==> src/rtl/alu_pkg.sv <==
// Shared definitions for the 7-bit NOR/ROR ALU and its issue controller.
package alu_pkg;

  localparam int unsigned DATA_W = 7;

  localparam logic OP_NOR = 1'b0;
  localparam logic OP_ROR = 1'b1;

  typedef enum logic [1:0] {
    IDLE,
    ISSUE,
    HOLD
  } state_e;

endpackage

==> src/rtl/alu_issue_ctrl.sv <==
// Issue front-end for the NOR/ROR ALU: registers operands, captures the result
// and flags, and delivers them downstream with backpressure and a delivery count.
module alu_issue_ctrl
  import alu_pkg::*;
#(
  parameter int unsigned CNT_W = 8
) (
  input  logic              clk,
  input  logic              rst_n,
  input  logic              in_valid,
  output logic              in_ready,
  input  logic [DATA_W-1:0] in_a,
  input  logic [DATA_W-1:0] in_b,
  input  logic              in_op,
  input  logic              in_chain,
  output logic [DATA_W-1:0] alu_a,
  output logic [DATA_W-1:0] alu_b,
  output logic              alu_op,
  input  logic [DATA_W-1:0] alu_result,
  input  logic              alu_cf,
  input  logic              alu_sf,
  input  logic              alu_zf,
  output logic              out_valid,
  input  logic              out_ready,
  output logic [DATA_W-1:0] out_result,
  output logic              out_cf,
  output logic              out_sf,
  output logic              out_zf,
  output logic [CNT_W-1:0]  op_count,
  input  logic              clr_count
);

  state_e            state_q;
  logic [DATA_W-1:0] last_result_q;
  logic              last_valid_q;
  logic              out_xfer;

  assign in_ready = (state_q == IDLE);
  assign out_xfer = out_valid & out_ready;

  always_ff @(posedge clk or negedge rst_n) begin
    if (!rst_n) begin
      state_q       <= IDLE;
      alu_a         <= '0;
      alu_b         <= '0;
      alu_op        <= 1'b0;
      out_valid     <= 1'b0;
      out_result    <= '0;
      out_cf        <= 1'b0;
      out_sf        <= 1'b0;
      out_zf        <= 1'b0;
      last_result_q <= '0;
      last_valid_q  <= 1'b0;
    end else begin
      unique case (state_q)
        IDLE: begin
          if (in_valid) begin
            alu_a   <= (in_chain && last_valid_q) ? last_result_q : in_a;
            alu_b   <= in_b;
            alu_op  <= in_op;
            state_q <= ISSUE;
          end
        end
        ISSUE: begin
          // ALU output has had a full cycle to settle from the operand registers.
          out_result    <= alu_result;
          out_cf        <= alu_cf;
          out_sf        <= alu_sf;
          out_zf        <= alu_zf;
          last_result_q <= alu_result;
          last_valid_q  <= 1'b1;
          out_valid     <= 1'b1;
          state_q       <= HOLD;
        end
        HOLD: begin
          if (out_xfer) begin
            out_valid <= 1'b0;
            state_q   <= IDLE;
          end
        end
        default: state_q <= IDLE;
      endcase
    end
  end

  always_ff @(posedge clk or negedge rst_n) begin
    if (!rst_n) begin
      op_count <= '0;
    end else if (clr_count) begin
      op_count <= '0;
    end else if (out_xfer && (op_count != {CNT_W{1'b1}})) begin
      op_count <= op_count + 1'b1;
    end
  end

endmodule

==> config.mk <==
export PLATFORM = sky130hd
export DESIGN_NAME = alu_issue_ctrl
export DESIGN_NICKNAME = d
export VERILOG_FILES = /design/src/rtl/alu_pkg.sv /design/src/rtl/alu_issue_ctrl.sv
export SDC_FILE = /design/constraint.sdc
export NUM_CORES = 1
export LEC_CHECK = 0
export BUFFER_PORTS_ARGS = -buffer_cell sky130_fd_sc_hd__buf_2
export CORE_MARGIN = 4
export CORE_UTILIZATION = 35
export DETAILED_ROUTE_END_ITERATION = 7
export GPL_TIMING_DRIVEN = 0
export PLACE_DENSITY_LB_ADDON = 0.08
export SLEW_MARGIN = 40
export SYNTH_ARGS = -nofsm -noshare
export SYNTH_HDL_FRONTEND = slang
export SYNTH_SLANG_ARGS = --single-unit
export TNS_END_PERCENT = 50
==> constraint.sdc <==
create_clock -name clk -period 4.8 [get_ports clk]
set_input_delay 0.72 -clock clk [delete_from_list [all_inputs] [get_ports clk]]
set_output_delay 0.72 -clock clk [all_outputs]
set_load 0.1 [all_outputs]
# After elaboration in Yosys (flattened, before gate mapping)

Cells that the tools add are included.

Add/subtract/negate cells: 1
Equal/unequal tests: 5
Reduce and logical (&&, ||, !) cells: 8
Bitwise logic cells: 1
Mux-type cells: 8

Operator list:

| kind                                                             | number |
|---|---|
| 8-bit two-way mux                                                | 2 |
| 8-bit by 1-bit adder with 8-bit output (second input constant)   | 1 |
| 8-bit != test (second input constant)                            | 1 |
| 7-bit two-way mux                                                | 1 |
| 2-bit one-hot mux with 3 select lines                            | 1 |
| 2-bit AND reduction                                              | 3 |
| 2-bit two-way mux                                                | 2 |
| 2-bit != test (second input constant)                            | 2 |
| 2-bit nonzero test                                               | 2 |
| 2-bit by 1-bit == test with 1-bit output (second input constant) | 1 |
| 2-bit == test (second input constant)                            | 1 |
| 1-bit logical AND                                                | 2 |
| 2-bit logical NOT                                                | 1 |
| 1-bit one-hot mux with 2 select lines                            | 1 |
| 1-bit bitwise AND                                                | 1 |
| 1-bit two-way mux                                                | 1 |

Output and inout bits: 35
Flip-flop bits (word level): 37
Word-level logic and storage cells: 34
Bits of input ports: 31

# Longest topological paths before layout

Gate-level depths: netlist of the first run.

Word-level depth: 4
Depth in mapped cells: 4

# Least setup slack after synthesis of the first run

No wires, ideal clock.

Path kind: flip-flop to output port
From: register state_q[1]
To: output port in_ready
Stages on the path, launching flop included: 2
Buffers on the path: 0
Required time: 4.080 ns
Setup slack: 2.375 ns
Arrival time: 1.705 ns
Cell sequence: dfrtp_1 > nor2_1

Cells in the longest elaborated chain, start to end: 1

Ends and longest elaborated chain:

| item                     | RTL line             | RTL |
|---|---|---|
| start: declaration       | alu_issue_ctrl.sv:33 | `state_e state_q;` |
| start signal: assignment | alu_issue_ctrl.sv:43 | `state_q <= IDLE;` |
| start signal: assignment | alu_issue_ctrl.sv:61 | `state_q <= ISSUE;` |
| start signal: assignment | alu_issue_ctrl.sv:73 | `state_q <= HOLD;` |
| 2-bit logical NOT        | alu_issue_ctrl.sv:38 | `assign in_ready = (state_q == IDLE);` |
| end: declaration         | alu_issue_ctrl.sv:11 | `output logic in_ready,` |

Every way passes these cells.

# Final worst setup path of the first run

Same ends and word-level chain as after synthesis.

==> metrics, run 1 <==
status=completed; 1st-iter DRT viols=52; # IOs=66; design area=0.00213 mm2; Final Cycle Share=0.418; cts bufs inserted=5; worst r2r dst=op_count[3]$_DFFE_PN0P_; Arrival @ worst endpoint=1.29 ns; die height=about 77 um; Clock Path Buffers=2; post-synth top area share=0.561; layout cells sized above 1=0.490; worst reg2reg startpoint=op_count[0]$_DFFE_PN0P_; CTS tree=built; Clock Skew=around 0.0050 ns; Critical Path Fanout Max=6; synthesized area=0.00165 mm2; #FFs+latches synth=37; H-tree levels=2; Crit. End Element=primary output; worst-margin pin slew=0.498 ns; first-pass GRT wire length=6270 um; CP startpoint=state_q[1]$_DFFE_PN0P_; total number of vias=1,299; Worst-path clk slew=0.07 ns; sequential share of the synthesized area=0.561; dpl ws=about 3.0 ns; first-pass iteration count of the detailed router=4; largest area contributor in the netlist=dfrtp_1; number of max-cap violations=0; setup TNS=0 ns; Layout fillers=454; Critical Path Start Type=flip-flop; core box area=between 0.004 and 0.005 mm2; CTS sink count=37; Period minus WS final=around 2.0 ns; Peak Freq=498 MHz; Slew Viols, Final=0; R2R setup slack=3.12 ns; Skew-Pair Late Insertion Delay=0.28 ns; top cells by area, synth=dfrtp_1, mux2_2, mux2i_1, a21oi_1, nor2_1; Syn-to-layout area delta=29.1%; die area=0.00587 mm2; clk root buf=clkbuf_8; largest net degree at the start of global routing=38; setup bufs post-CTS=0; # hold bufs at CTS=0; vias in the first global route=between 1k and 1.5k; GRT Overall Usage=0.134; Worst EP required=4.08 ns; Worst slew margin=0.671; HP Class=input port to asynchronous set/reset pin; final setup vio count=0; Site Rows=24; final wirelength=3710 um; placed cell area=roughly 0.002 mm2; total grt overflow=0; RSZ-0062 raised after global routing=no; post-route ant nets=0; final hold vios=0; number of vias per cell=5.07; Antenna Cells=0; initial antenna violation count=0; average size of a mapped cell=around 12 um2; DR WL/cell=about 15 um; critical path class=flip-flop to primary output; I/O Buffers=between 60 and 70; cells on worst reg2reg path=4; final setup margin=about 2.8 ns; CP endpoint=in_ready; detailed-placement wirelength estimate=2770 um; syn_nets=164; Synth Warn #=0; die extent in x=76.6 um; DRC Markers=0; Mapped Cells=132; Post-CTS Resized=0; routability congestion estimate=0.765; Starting Density=0.371; Synth cell types=34; # nets final=about 240
## flip-flops by register name, summed over array words and instances (netlist names), 2 cells and up
register	cells
op_count	8
alu_a	7
alu_b	7
last_result_q	7
state_q	2
## worst min-delay path by stage
stage | from | end | slack [ns] | cells past startpoint
floorplan | rst_n | alu_a[0]$_DFFE_PN0P_ | 0.42 | 0
global placement | last_valid_q$_DFFE_PN0P_ | last_valid_q$_DFFE_PN0P_ | 0.45 | 1
detailed placement | last_valid_q$_DFFE_PN0P_ | last_valid_q$_DFFE_PN0P_ | 0.45 | 1
CTS | last_valid_q$_DFFE_PN0P_ | last_valid_q$_DFFE_PN0P_ | 0.48 | 1
global route | rst_n | op_count[0]$_DFFE_PN0P_ | 0.42 | 1
finish | rst_n | op_count[0]$_DFFE_PN0P_ | 0.40 | 1
## synth_stat cells, drive strengths merged
master / instances
a211oi: 4
a21boi: 1
a21o: 1
a21oi: 11
a311oi: 1
a31oi: 2
a41oi: 1
and3: 1
and4: 2
buf: 4
clkbuf: 1
dfrtp: 37
ha: 1
inv: 4
mux2: 20
mux2i: 8
nand2: 3
nand2b: 3
nand3: 2
nand4: 2
nor2: 13
nor2b: 2
nor3: 1
nor3b: 2
nor4: 2
o21ai: 1
o21bai: 1
or2: 1
## area by class of cell
type | count | area (um2) | share of cell area
plain buffers | 5 | 41.3 | 0.0194
repair buffers | 65 | 328 | 0.154
multi-input cells | 86 | 667 | 0.313
clock buffers | 7 | 86.3 | 0.0406
inverters | 4 | 15.0 | 0.00705
well taps | 52 | 65.1 | 0.0306
flip-flops and latches | 37 | 926 | 0.435
## critical path, cell delays in order, from the launching register on
cell,delay (ns)
dfrtp_1,0.45
nor2_1,0.12
buf_2,0.43
## cells by family (layout without fill, tap and decap cells)
| family | Yosys count | after routing | synth area share |
|---|---|---|---|
| flops | 37 | 37 | 0.561 |
| simple gates | 34 | 34 | 0.115 |
| mux | 28 | 28 | 0.190 |
| compound gates | 23 | 23 | 0.0918 |
| buf+inv | 9 | 81 | 0.0341 |
| fa+ha+maj | 1 | 1 | 0.00759 |
## routing by layer
layer / track usage / vias to the layer above / share of wire / routed length (um)
li1: - / 613 / - / -
met1: 0.172 / 641 / 0.44 / 1620
met2: 0.211 / 43 / 0.50 / 1860
met3: 0.0485 / 2 / 0.057 / 213
met4: 0.0435 / 0 / 0.0062 / 23
met5: 0 / - / 0 / 0
## per-stage QoR
stage	hold WS [ns]	utilization	cells
detailed placement	0.452	0.459	249
floorplan	0.424	-	132
global placement	0.454	0.459	249
finish	0.399	0.479	256
global route	0.422	0.479	256
CTS	0.478	0.478	256
## layout by cell type, fill, tap and decap left out, types with 2 or more instances in the layout
| master | synthesis | layout |
|---|---|---|
| mux2i_1 | 8 | 8 |
| buf_2 | 0 | 64 |
| and4_1 | 2 | 2 |
| inv_1 | 4 | 4 |
| clkbuf_8 | 0 | 6 |
| a31oi_1 | 2 | 2 |
| nor4_1 | 2 | 2 |
| nor2_1 | 13 | 13 |
| dfrtp_1 | 37 | 37 |
| nand3_1 | 2 | 2 |
| nand2b_1 | 3 | 3 |
| nand2_1 | 3 | 3 |
| buf_4 | 2 | 3 |
| mux2_2 | 18 | 18 |
| nand4_1 | 2 | 2 |
| buf_6 | 2 | 2 |
| a21oi_1 | 10 | 10 |
| a211oi_1 | 3 | 3 |
| mux2_4 | 2 | 2 |
| clkbuf_1 | 1 | 2 |
Power of run 1 is left out: the tool's default activity adds up to more than one toggle a clock period on the data nets, which glitch-free logic cannot reach.
==> inputs of run 2 (changes only) <==
--- a/config.mk
+++ b/config.mk
@@ -5,6 +5,7 @@
 export SDC_FILE = /design/constraint.sdc
 export NUM_CORES = 1
 export LEC_CHECK = 0
+export ABC_AREA = 1
 export BUFFER_PORTS_ARGS = -buffer_cell sky130_fd_sc_hd__buf_2
 export CORE_MARGIN = 4
 export CORE_UTILIZATION = 35
==> constraint.sdc (replaced) <==
create_clock -name clk -period 1.9 [get_ports clk]
set_input_delay 0.285 -clock clk [delete_from_list [all_inputs] [get_ports clk]]
set_output_delay 0.285 -clock clk [all_outputs]
set_load 0.1 [all_outputs]
==> run 2 against run 1 <==
Effect of this change:
- core utilization rose by 0.070 points
- die area rose by 0.27%
- critical path type unchanged
- cell count rose by 18%
- design area rose by 0.82%
- clock-buffer cell count did not move
- non-clock buffer count fell by 1
- via count rose by 6.4%
- register-to-register slack got worse by 2.7 ns
- clock skew fell by 0.0012 ns
==> metrics, run 2 <==
status=completed (unchanged); Syn-to-layout area delta=29.7% (was 29.1%); Starting Density=0.370 (was 0.371); 1st-iter DRT viols=30 (was 52); Peak Freq=611 MHz; total grt overflow=0 (unchanged); synthesized area=0.00165 mm2 (about the same); Period minus WS final=1.64 ns; setup TNS=0 ns (unchanged); Critical Path Start Type=flip-flop (unchanged); Reg with most FFs=op_count (unchanged); Antenna Cells=0 (unchanged); core box area=0.00447 mm2 (was 0.00444 mm2); post-synth top area share=0.560 (was 0.561); synth cell count leaders=nand2_1, dfrtp_1, inv_1, nor2_1, o21ai_0 (was dfrtp_1, mux2_2, nor2_1); #FFs+latches synth=37 (unchanged); # nets final=281 (was 236); Mapped Cells=176 (was 132); worst-margin pin slew=0.495 ns (was 0.498 ns); top-count cell post-synth=nand2_1 (was dfrtp_1); layout cells sized above 1=0.386 (was 0.490); Synth cell types=23 (was 34); CP delay by family, top=buffers and inverters (was flip-flops); GRT Overall Usage=0.132 (was 0.134); top layer in use=met4 (unchanged); CP max stage cell=buf_2 (was dfrtp_1); commonest non-fill, non-tap cells in the layout=buf_2, nand2_1, dfrtp_1 (was buf_2, dfrtp_1, mux2_2); area of the multi-input gates=629 um2 (was 667 um2); Critical Path Fanout Max=3 (was 6); sequential share of the synthesized area=0.560 (was 0.561); HP Class=input port to flip-flop (was input port to asynchronous set/reset pin); setup bufs post-CTS=0 (unchanged); vias in the first global route=1,289 (was 1,278); total number of vias=1,382 (was 1,299); Met2 Routed Length=1790 um (was 1860 um); final wirelength=3800 um (was 3710 um); Slew Viols, Final=0 (unchanged); Post-synth EDFFs=0 (unchanged); cts bufs inserted=5 (unchanged); # IOs=66 (unchanged); syn_nets=208 (was 164); design area=0.00215 mm2 (was 0.00213 mm2); DRC Markers=0 (unchanged); Worst-path clk slew=0.07 ns (about the same); post-route ant nets=0 (unchanged); Stages on worst setup path=4 (was 2); Site Rows=24 (unchanged); Arrival @ worst endpoint=1.35 ns (was 1.29 ns); CTS tree=built (unchanged); CP most frequent cell=inv_1; CTS sink count=37 (unchanged); die height=76.7 um (was 76.6 um); die area=0.00589 mm2 (was 0.00587 mm2); routability congestion estimate=0.796 (was 0.765); Clock Path Buffers=2 (unchanged); cells on worst reg2reg path=7 (was 4); first-pass iteration count of the detailed router=4 (unchanged); M1 WL=1660 um (was 1620 um); clk root buf=clkbuf_8 (unchanged); Post-CTS Resized=0 (unchanged); critical path class=flip-flop to primary output (unchanged); final hold vios=0 (unchanged); Largest register FFs=8 (unchanged); Worst slew margin=0.672 (was 0.671); die extent in x=76.7 um (was 76.6 um); Register Area=928 um2 (was 926 um2); first-pass GRT wire length=6200 um (was 6270 um); Synth Warn #=0 (unchanged); critical path's largest stage delay=0.41 ns (was 0.45 ns); Worst Hold Path Cells=3; final setup vio count=0 (unchanged); H-tree levels=2 (unchanged); number of max-cap violations=0 (unchanged); Crit. End Element=primary output (unchanged); number of vias per cell=4.59 (was 5.07); Final Cycle Share=0.861; largest net degree at the start of global routing=38 (unchanged); Clock Skew=0.00380 ns (was 0.00502 ns); met3 wire len=300 um (was 213 um); I/O Buffers=65 (unchanged); largest area contributor in the netlist=dfrtp_1 (unchanged); top cells by area, synth=dfrtp_1, nand2_1, mux2_2, o21ai_0, inv_1 (was dfrtp_1, mux2_2, mux2i_1, a21oi_1, nor2_1); Layout fillers=457 (was 454); RSZ-0062 raised after global routing=no (unchanged); Worst EP required=1.62 ns (was 4.08 ns); ys flop type=dfrtp_1 (unchanged); Util after Layout=0.480 (was 0.479); DR WL/cell=12.6 um (was 14.5 um); placed cell area=0.00205 mm2 (was 0.00204 mm2); crit-path cells=inv_1 > nand2_2 > inv_1 > buf_2 (was nor2_1 > buf_2); commonest non-fill, non-tap cell in the layout=buf_2 (unchanged); Skew-Pair Late Insertion Delay=0.28 ns (about the same); average size of a mapped cell=9.40 um2 (was 12.5 um2); Async SR Flop Fraction=1.00 (unchanged); crit path buf inv count=3 (was 1); initial antenna violation count=0 (unchanged); detailed-placement wirelength estimate=2810 um (was 2770 um); # hold bufs at CTS=1 (was 0)
## run 2: cells by family after synthesis
kind of cell / share of synthesized area
XOR/XNOR: 0.00530
multiplexers: 0.0681
buffers and inverters: 0.0598
flip-flops: 0.560
adder cells (fa/ha/maj): 0.00756
AO/OA/AOI/OAI: 0.0802
AND/OR/NAND/NOR: 0.219
## run 2: layer usage
layer | vias up | track usage
li1 | 704 | -
met5 | - | 0
met1 | 620 | 0.168
met4 | 0 | 0.0543
met2 | 53 | 0.205
met3 | 5 | 0.0433
## run 2: layout make-up
class,count,area share
Sequential cell,37,0.433
Multi-Input combinational cell,120,0.293
Timing Repair Buffer,66,0.157
Clock buffer,7,0.0402
Inverter,16,0.0303
Tap cell,52,0.0303
Buffer,3,0.0157
## run 2: worst paths after layout
path | startpoint | to | slack [ns]
setup / recovery | state_q[0]$_DFFE_PN0P_ | in_ready | 0.26
hold / removal | in_b[5] | alu_b[5]$_DFFE_PN0P_ | 0.20
setup reg to reg | op_count[0]$_DFFE_PN0P_ | op_count[7]$_DFFE_PN0P_ | 0.44
hold reg to reg | alu_b[3]$_DFFE_PN0P_ | alu_b[3]$_DFFE_PN0P_ | 0.47
max in group asynchronous | rst_n | op_count[0]$_DFFE_PN0P_ | 1.04
min in group asynchronous | rst_n | alu_b[1]$_DFFE_PN0P_ | 0.50
## run 2: stage by stage
step	hold WS [ns]	std cells	worst slack [ns]
6_report	0.201	301	0.264
5_1_grt	0.201	301	0.176
4_1_cts	0.193	301	0.242
3_5_place_dp	0.284	293	0.428
3_3_place_gp	0.442	293	0.432
2_1_floorplan	-0.0106	176	0.0659
## run 2: worst reg2reg max path: stages, from the launching register on
cell     delay, ns
dfrtp_2       0.43
ha_1          0.21
nand2_1       0.15
nor2_4        0.07
a21oi_2       0.28
nand3_1       0.11
nand2_1       0.08
inv_1         0.03
Power of run 2 is left out for the same reason.
